[src/rtl/vga_color_pkg.sv]
// Shared constants for the VGA colour sequencer: bus widths, named colours
// and the fixed 8-entry palette indexed by the applied colour index.
package vga_color_pkg;

  localparam int RGB_W = 12;
  localparam int IDX_W = 3;
  localparam int PALETTE_DEPTH = 8;

  localparam logic [RGB_W-1:0] COLOR_BLACK   = 12'h000;
  localparam logic [RGB_W-1:0] COLOR_RED     = 12'hF00;
  localparam logic [RGB_W-1:0] COLOR_GREEN   = 12'h0F0;
  localparam logic [RGB_W-1:0] COLOR_BLUE    = 12'h00F;
  localparam logic [RGB_W-1:0] COLOR_YELLOW  = 12'hFF0;
  localparam logic [RGB_W-1:0] COLOR_CYAN    = 12'h0FF;
  localparam logic [RGB_W-1:0] COLOR_MAGENTA = 12'hF0F;
  localparam logic [RGB_W-1:0] COLOR_WHITE   = 12'hFFF;

  // Packed so that PALETTE[0] is the rightmost entry (black).
  localparam logic [PALETTE_DEPTH-1:0][RGB_W-1:0] PALETTE = {
    COLOR_WHITE, COLOR_MAGENTA, COLOR_CYAN, COLOR_YELLOW,
    COLOR_BLUE,  COLOR_GREEN,   COLOR_RED,  COLOR_BLACK
  };

  function automatic logic [RGB_W-1:0] palette_lookup(input logic [IDX_W-1:0] idx);
    return PALETTE[idx];
  endfunction

endpackage

[src/rtl/vga_color_sequencer_if.sv]
// Button/frame inputs and applied-colour outputs of the colour sequencer.
interface vga_color_sequencer_if;
  import vga_color_pkg::*;

  logic             BTN_NEXT;
  logic             BTN_PREV;
  logic             frame_start;
  logic [IDX_W-1:0] color_idx;
  logic [RGB_W-1:0] rgb;
  logic             pending;

  modport master (
    output BTN_NEXT, BTN_PREV, frame_start,
    input  color_idx, rgb, pending
  );

  modport slave (
    input  BTN_NEXT, BTN_PREV, frame_start,
    output color_idx, rgb, pending
  );

endinterface

[src/rtl/vga_color_sequencer_debounce.sv]
// Per-button 2-FF synchroniser, stability counter and press (rising-edge) pulse.
module btn_debounce #(
  parameter int DEBOUNCE_CYCLES = 500_000
) (
  input  logic clk,
  input  logic rst,
  input  logic btn_raw,
  output logic press
);

  localparam int CNT_W = (DEBOUNCE_CYCLES > 1) ? $clog2(DEBOUNCE_CYCLES) : 1;
  localparam logic [CNT_W-1:0] CNT_LAST = CNT_W'(DEBOUNCE_CYCLES - 1);

  logic             sync_meta;
  logic             sync_level;
  logic             level;
  logic             level_d;
  logic [CNT_W-1:0] cnt;

  // The counter only advances while the synced level disagrees with the
  // accepted level; any agreement throws the partial count away.
  always_ff @(posedge clk) begin
    if (rst) begin
      sync_meta  <= 1'b0;
      sync_level <= 1'b0;
      level      <= 1'b0;
      level_d    <= 1'b0;
      cnt        <= '0;
    end else begin
      sync_meta  <= btn_raw;
      sync_level <= sync_meta;
      level_d    <= level;
      if (sync_level == level) begin
        cnt <= '0;
      end else if (cnt == CNT_LAST) begin
        level <= sync_level;
        cnt   <= '0;
      end else begin
        cnt <= cnt + 1'b1;
      end
    end
  end

  assign press = level & ~level_d;

endmodule

[src/rtl/vga_color_sequencer.sv]
// Steps a pending palette index from debounced NEXT/PREV presses and applies it
// to the VGA colour only on frame_start, so colour never changes mid-frame.
module vga_color_sequencer
  import vga_color_pkg::*;
#(
  parameter int DEBOUNCE_CYCLES = 500_000,
  parameter int NUM_COLORS      = 8
) (
  input  logic                  CLK50MHZ,
  input  logic                  RST,
  vga_color_sequencer_if.slave  color_bus
);

  localparam logic [IDX_W-1:0] LAST_IDX = IDX_W'(NUM_COLORS - 1);

  logic             next_press;
  logic             prev_press;
  logic [IDX_W-1:0] pidx;
  logic [IDX_W-1:0] pidx_next;
  logic [IDX_W-1:0] color_idx_q;
  logic [IDX_W-1:0] color_idx_next;
  logic [RGB_W-1:0] rgb_q;
  logic             pending_q;

  btn_debounce #(.DEBOUNCE_CYCLES(DEBOUNCE_CYCLES)) u_next (
    .clk     (CLK50MHZ),
    .rst     (RST),
    .btn_raw (color_bus.BTN_NEXT),
    .press   (next_press)
  );

  btn_debounce #(.DEBOUNCE_CYCLES(DEBOUNCE_CYCLES)) u_prev (
    .clk     (CLK50MHZ),
    .rst     (RST),
    .btn_raw (color_bus.BTN_PREV),
    .press   (prev_press)
  );

  // Simultaneous NEXT and PREV cancel out.
  always_comb begin
    pidx_next = pidx;
    if (next_press && !prev_press) begin
      pidx_next = (pidx == LAST_IDX) ? '0 : pidx + 1'b1;
    end else if (prev_press && !next_press) begin
      pidx_next = (pidx == '0) ? LAST_IDX : pidx - 1'b1;
    end
  end

  assign color_idx_next = color_bus.frame_start ? pidx : color_idx_q;

  // Commit takes the pre-press pidx; pending is formed from the post-edge
  // values so it tracks pidx/color_idx without an extra cycle of lag.
  always_ff @(posedge CLK50MHZ) begin
    if (RST) begin
      pidx        <= '0;
      color_idx_q <= '0;
      rgb_q       <= COLOR_BLACK;
      pending_q   <= 1'b0;
    end else begin
      pidx <= pidx_next;
      if (color_bus.frame_start) begin
        color_idx_q <= pidx;
        rgb_q       <= palette_lookup(pidx);
      end
      pending_q <= (pidx_next != color_idx_next);
    end
  end

  assign color_bus.color_idx = color_idx_q;
  assign color_bus.rgb       = rgb_q;
  assign color_bus.pending   = pending_q;

endmodule

[src/flat_wrapper.sv]
// flat-port wrapper written by rule: the top's interface ports become plain ports
module vga_color_sequencer_flat import vga_color_pkg::*;
#(
  parameter int DEBOUNCE_CYCLES = 500_000,
  parameter int NUM_COLORS      = 8
)
  (CLK50MHZ, RST, color_bus_BTN_NEXT, color_bus_BTN_PREV, color_bus_frame_start, color_bus_color_idx, color_bus_rgb, color_bus_pending);
  vga_color_sequencer_if color_bus_i ();
  input  logic CLK50MHZ;
  input  logic RST;
  input wire logic [$bits(color_bus_i.BTN_NEXT)-1:0] color_bus_BTN_NEXT;
  input wire logic [$bits(color_bus_i.BTN_PREV)-1:0] color_bus_BTN_PREV;
  input wire logic [$bits(color_bus_i.frame_start)-1:0] color_bus_frame_start;
  output wire logic [$bits(color_bus_i.color_idx)-1:0] color_bus_color_idx;
  output wire logic [$bits(color_bus_i.rgb)-1:0] color_bus_rgb;
  output wire logic [$bits(color_bus_i.pending)-1:0] color_bus_pending;
  assign color_bus_i.BTN_NEXT = color_bus_BTN_NEXT;
  assign color_bus_i.BTN_PREV = color_bus_BTN_PREV;
  assign color_bus_i.frame_start = color_bus_frame_start;
  assign color_bus_color_idx = color_bus_i.color_idx;
  assign color_bus_rgb = color_bus_i.rgb;
  assign color_bus_pending = color_bus_i.pending;
  vga_color_sequencer #(.DEBOUNCE_CYCLES(DEBOUNCE_CYCLES), .NUM_COLORS(NUM_COLORS)) u_core (.CLK50MHZ(CLK50MHZ), .RST(RST), .color_bus(color_bus_i));
endmodule
[config.mk]
export PLATFORM = sky130hd
export DESIGN_NAME = vga_color_sequencer_flat
export DESIGN_NICKNAME = d
export VERILOG_FILES = /design/src/rtl/vga_color_pkg.sv /design/src/rtl/vga_color_sequencer_if.sv /design/src/rtl/vga_color_sequencer_debounce.sv /design/src/rtl/vga_color_sequencer.sv /design/src/flat_wrapper.sv
export SDC_FILE = /design/constraint.sdc
export NUM_CORES = 1
export LEC_CHECK = 0
export ABC_AREA = 0
export CORE_ASPECT_RATIO = 0.75
export CORE_UTILIZATION = 53
export CTS_CLUSTER_DIAMETER = 120
export DETAILED_ROUTE_END_ITERATION = 10
export PLACE_DENSITY = 0.82
export RECOVER_POWER = 25
export SLEW_MARGIN = 20
export SYNTH_ARGS = -nofsm -noshare
export SYNTH_HDL_FRONTEND = slang
export SYNTH_SLANG_ARGS = --single-unit
[constraint.sdc]
create_clock -name CLK50MHZ -period 5.06 [get_ports CLK50MHZ]
set_input_delay 1.012 -clock CLK50MHZ [delete_from_list [all_inputs] [get_ports CLK50MHZ]]
set_output_delay 1.012 -clock CLK50MHZ [all_outputs]
set_load 0.005 [all_outputs]
==> results.yml <==
synth:
  synth_area_per_cell_um2: 8.86
  synth-edff-count: 0
  ys_types: 35
  synthesis.nets: 312
  synthFlopType: "dfxtp_1"
  synthTopCellsByArea: "dfxtp_1, xor2_1, nor2_1, ha_1, xnor2_1"
  ys_seq_elements: 56
  async_flop_share_pct: 0
  syn_inst: 297
  yosys.area.top_type_share_pct: 42.6
  syn-cell-area_mm2: 0.00263
  synth_top_area_cell: "dfxtp_1"
  synth-seq-area-share_pct: 42.6
  yosysWarnings: 0
timing:
  slew_headroom_pct: 55.0
  tightest_slew_ns: 0.673
  finalSetupViolCount: 0
  setup_tns_ns: 0
  period_share_pct: 48.3
  final.min_clock_period_ns: 2.45
  max_freq_mhz: 409
  finClkSkew_ns: 0.0114
  rsz0062_at_grt: "no"
  hold_viol: 0
  maxSlewViolCount: 0
worst_setup_path:
  r2r-start: "u_core.u_next.cnt[0]$_SDFF_PP0_"
  cp.required_ns: 5.31
  crit_arrival_ns: 2.70
  cp-start-kind: "primary input"
  critical_path.startpoint: "RST"
  end_kind: "flip-flop"
  critPathKind: "in -> reg"
  critPathMaxFanout: 20
clocking:
  cts_hold_buffers: 0
  post_cts_buffers: 0
  tritoncts: "done"
  clk_latency_ns: 0.32
  cts_buffer_depth: 2
  clock-sinks: 56
  path_clk_slew_ns: 0.10
  cts-root-buf: "clkbuf_8"
  cts_buffers: 5
  cts_resized: 0
  htreeDepth: 2
floorplanning:
  dieWidth_um: 83.4
  fp.dieH_um: 63.0
  core_area_mm2: 0.00462
  start_util_pct: 56.9
  ios: 21
  fp.dieArea_mm2: 0.00526
  rows: 21
power_and_ir_drop:
  ir_drop_mv: 0.164
  cellPowerDensity_mw_per_mm2: 252
  leakage_uw: 0.00100
layout:
  num_antenna_cells: 0
  final_layout_size_suffix_gt1_share_pct: 4.56
  area_growth_pct: 9.98
  final_nets: 321
  utilization_pct: 62.6
  instances_no_fill: 364
placement:
  place.detailed.hpwl_um: 3040
  routabilityCongestion: 0.825
  post-place-cells: 356
  port_buffers: 20
route:
  routedWlPerCell_um: 12.0
  routed_via_density: 5.32
  drc_errors: 0
  initialDrtViolationCount: 129
  drt-pass1-iter-count: 4
  vias: 1937
  wl_um: 4370
  drtAntennaViolNets: 0
global_routing:
  grt_pass1_vias: 1770
  track_usage_pct: 18.2
  grt_first_pass_wirelength_um: 7650
  grt_remaining_overflow: 0
  grt_max_degree: 21
  antenna_found_initial: 0
run_status:
  outcome: "complete, no violations"
run:
  drv_cap: 0
min_path:
  hold_path_class: "reg -> reg"
  hp-start: "u_core.u_prev.sync_meta$_SDFF_PP0_"
[per-stage QoR]
stage	total power, uW	setup slack (ns)	cell area (um^2)	hold slack [ns]
after floorplan	470	2.95	2630	0.414
after global placement	479	2.28	2800	0.417
after detailed placement	480	2.24	2800	0.431
after CTS	737	2.58	2900	0.442
after global routing	756	2.45	2900	0.457
final	729	2.61	2900	0.437
[cells in the mapped netlist (3+ instances only)]
| cell type | n |
|---|---|
| a211oi_1 | 3 |
| a21oi_1 | 3 |
| and3_1 | 3 |
| and4_1 | 3 |
| buf_2 | 4 |
| buf_4 | 9 |
| clkbuf_1 | 4 |
| dfxtp_1 | 56 |
| ha_1 | 10 |
| inv_1 | 7 |
| mux2i_1 | 10 |
| nand2_1 | 16 |
| nand2b_1 | 5 |
| nand3_1 | 18 |
| nand4_1 | 5 |
| nor2_1 | 57 |
| nor2b_1 | 8 |
| nor3_1 | 10 |
| nor4b_1 | 4 |
| o21ai_0 | 7 |
| xnor2_1 | 13 |
| xor2_1 | 26 |
[worst paths after layout]
kind / end / slack, ns / cells past startpoint
worst min register to register: u_core.u_prev.sync_level$_SDFF_PP0_ / 0.44 / 1
worst max register to register: u_core.u_next.cnt[15]$_SDFF_PP0_ / 3.19 / 6
worst max-delay path: u_core.u_next.cnt[17]$_SDFF_PP0_ / 2.61 / 4
worst min-delay path: u_core.u_prev.sync_level$_SDFF_PP0_ / 0.44 / 1
[state kept, by name, indices dropped and copies added, names as in the netlist, 3 cells and up]
name,flops
u_core.u_next.cnt,19
u_core.u_prev.cnt,19
u_core.color_bus.color_idx,3
u_core.color_bus.rgb,3
u_core.pidx,3
[cell usage in the layout (no fill, tap or decap), drive strengths merged]
master | synthesis | layout
nor2 | 57 | 57
dfxtp | 56 | 56
xor2 | 26 | 26
nand3 | 19 | 19
clkdlybuf4s50 | 0 | 18
nand2 | 16 | 16
xnor2 | 13 | 13
nor3 | 10 | 10
mux2i | 10 | 10
ha | 10 | 10
nor2b | 8 | 8
inv | 7 | 7
o21ai | 7 | 7
clkbuf | 4 | 6
nand4 | 6 | 6
nand2b | 5 | 5
nor4b | 4 | 4
and3 | 4 | 4
a211oi | 3 | 3
and4 | 3 | 3
a21oi | 3 | 3
or2 | 2 | 2
maj3 | 2 | 2
a31oi | 2 | 2
clkinvlp | 0 | 2
dlygate4sd3 | 0 | 2
nor4 | 1 | 1
or3 | 1 | 1
and2b | 1 | 1
o211ai | 1 | 1
a2bb2oi | 1 | 1
and2 | 1 | 1
[metal layers]
layer,wire length [um],global-route usage (%),vias up
met5,0,0,-
met2,1940,29.5,39
met1,2130,23.0,899
met4,91,9.05,0
met3,202,4.10,8
li1,-,-,991
[critical path, cell delays in order]
cell and delay (ns):
dlygate4sd3_1 0.79, nand2b_1 0.29, or2_2 0.45, a21oi_1 0.15
[cell type report]
type	instances	area [um^2]
fill	381	1730
multi-input combinational	216	1380
sequential	56	1120
timing repair buffer	20	200
clock buffer	6	82.6
tap	57	71.3
inverter	7	26.3
clock inverter	2	15.0
[kinds of logic (layout without fill, tap and decap cells)]
logic type               count (synthesis)  after routing  synth area share, %
flip-flops                              56             56                 42.6
AO/OA/AOI/OAI                           17             17                 3.85
buffers and inverters                   25             35                 5.04
adder cells (fa/ha/maj)                 12             12                 5.51
XOR/XNOR                                39             39                 13.0
AND/OR/NAND/NOR                        138            138                 26.2
multiplexers                            10             10                 3.80
[report_power, final]
group / switching, uW / leakage (uW) / internal, uW
sequential: 2.29 / 0.000452 / 444
combinational: 9.98 / 0.000505 / 12.9
clock: 149 / 0.0000434 / 111
total: 161 / 0.00100 / 568
No activity file was read; power rests on OpenSTA's default activity.
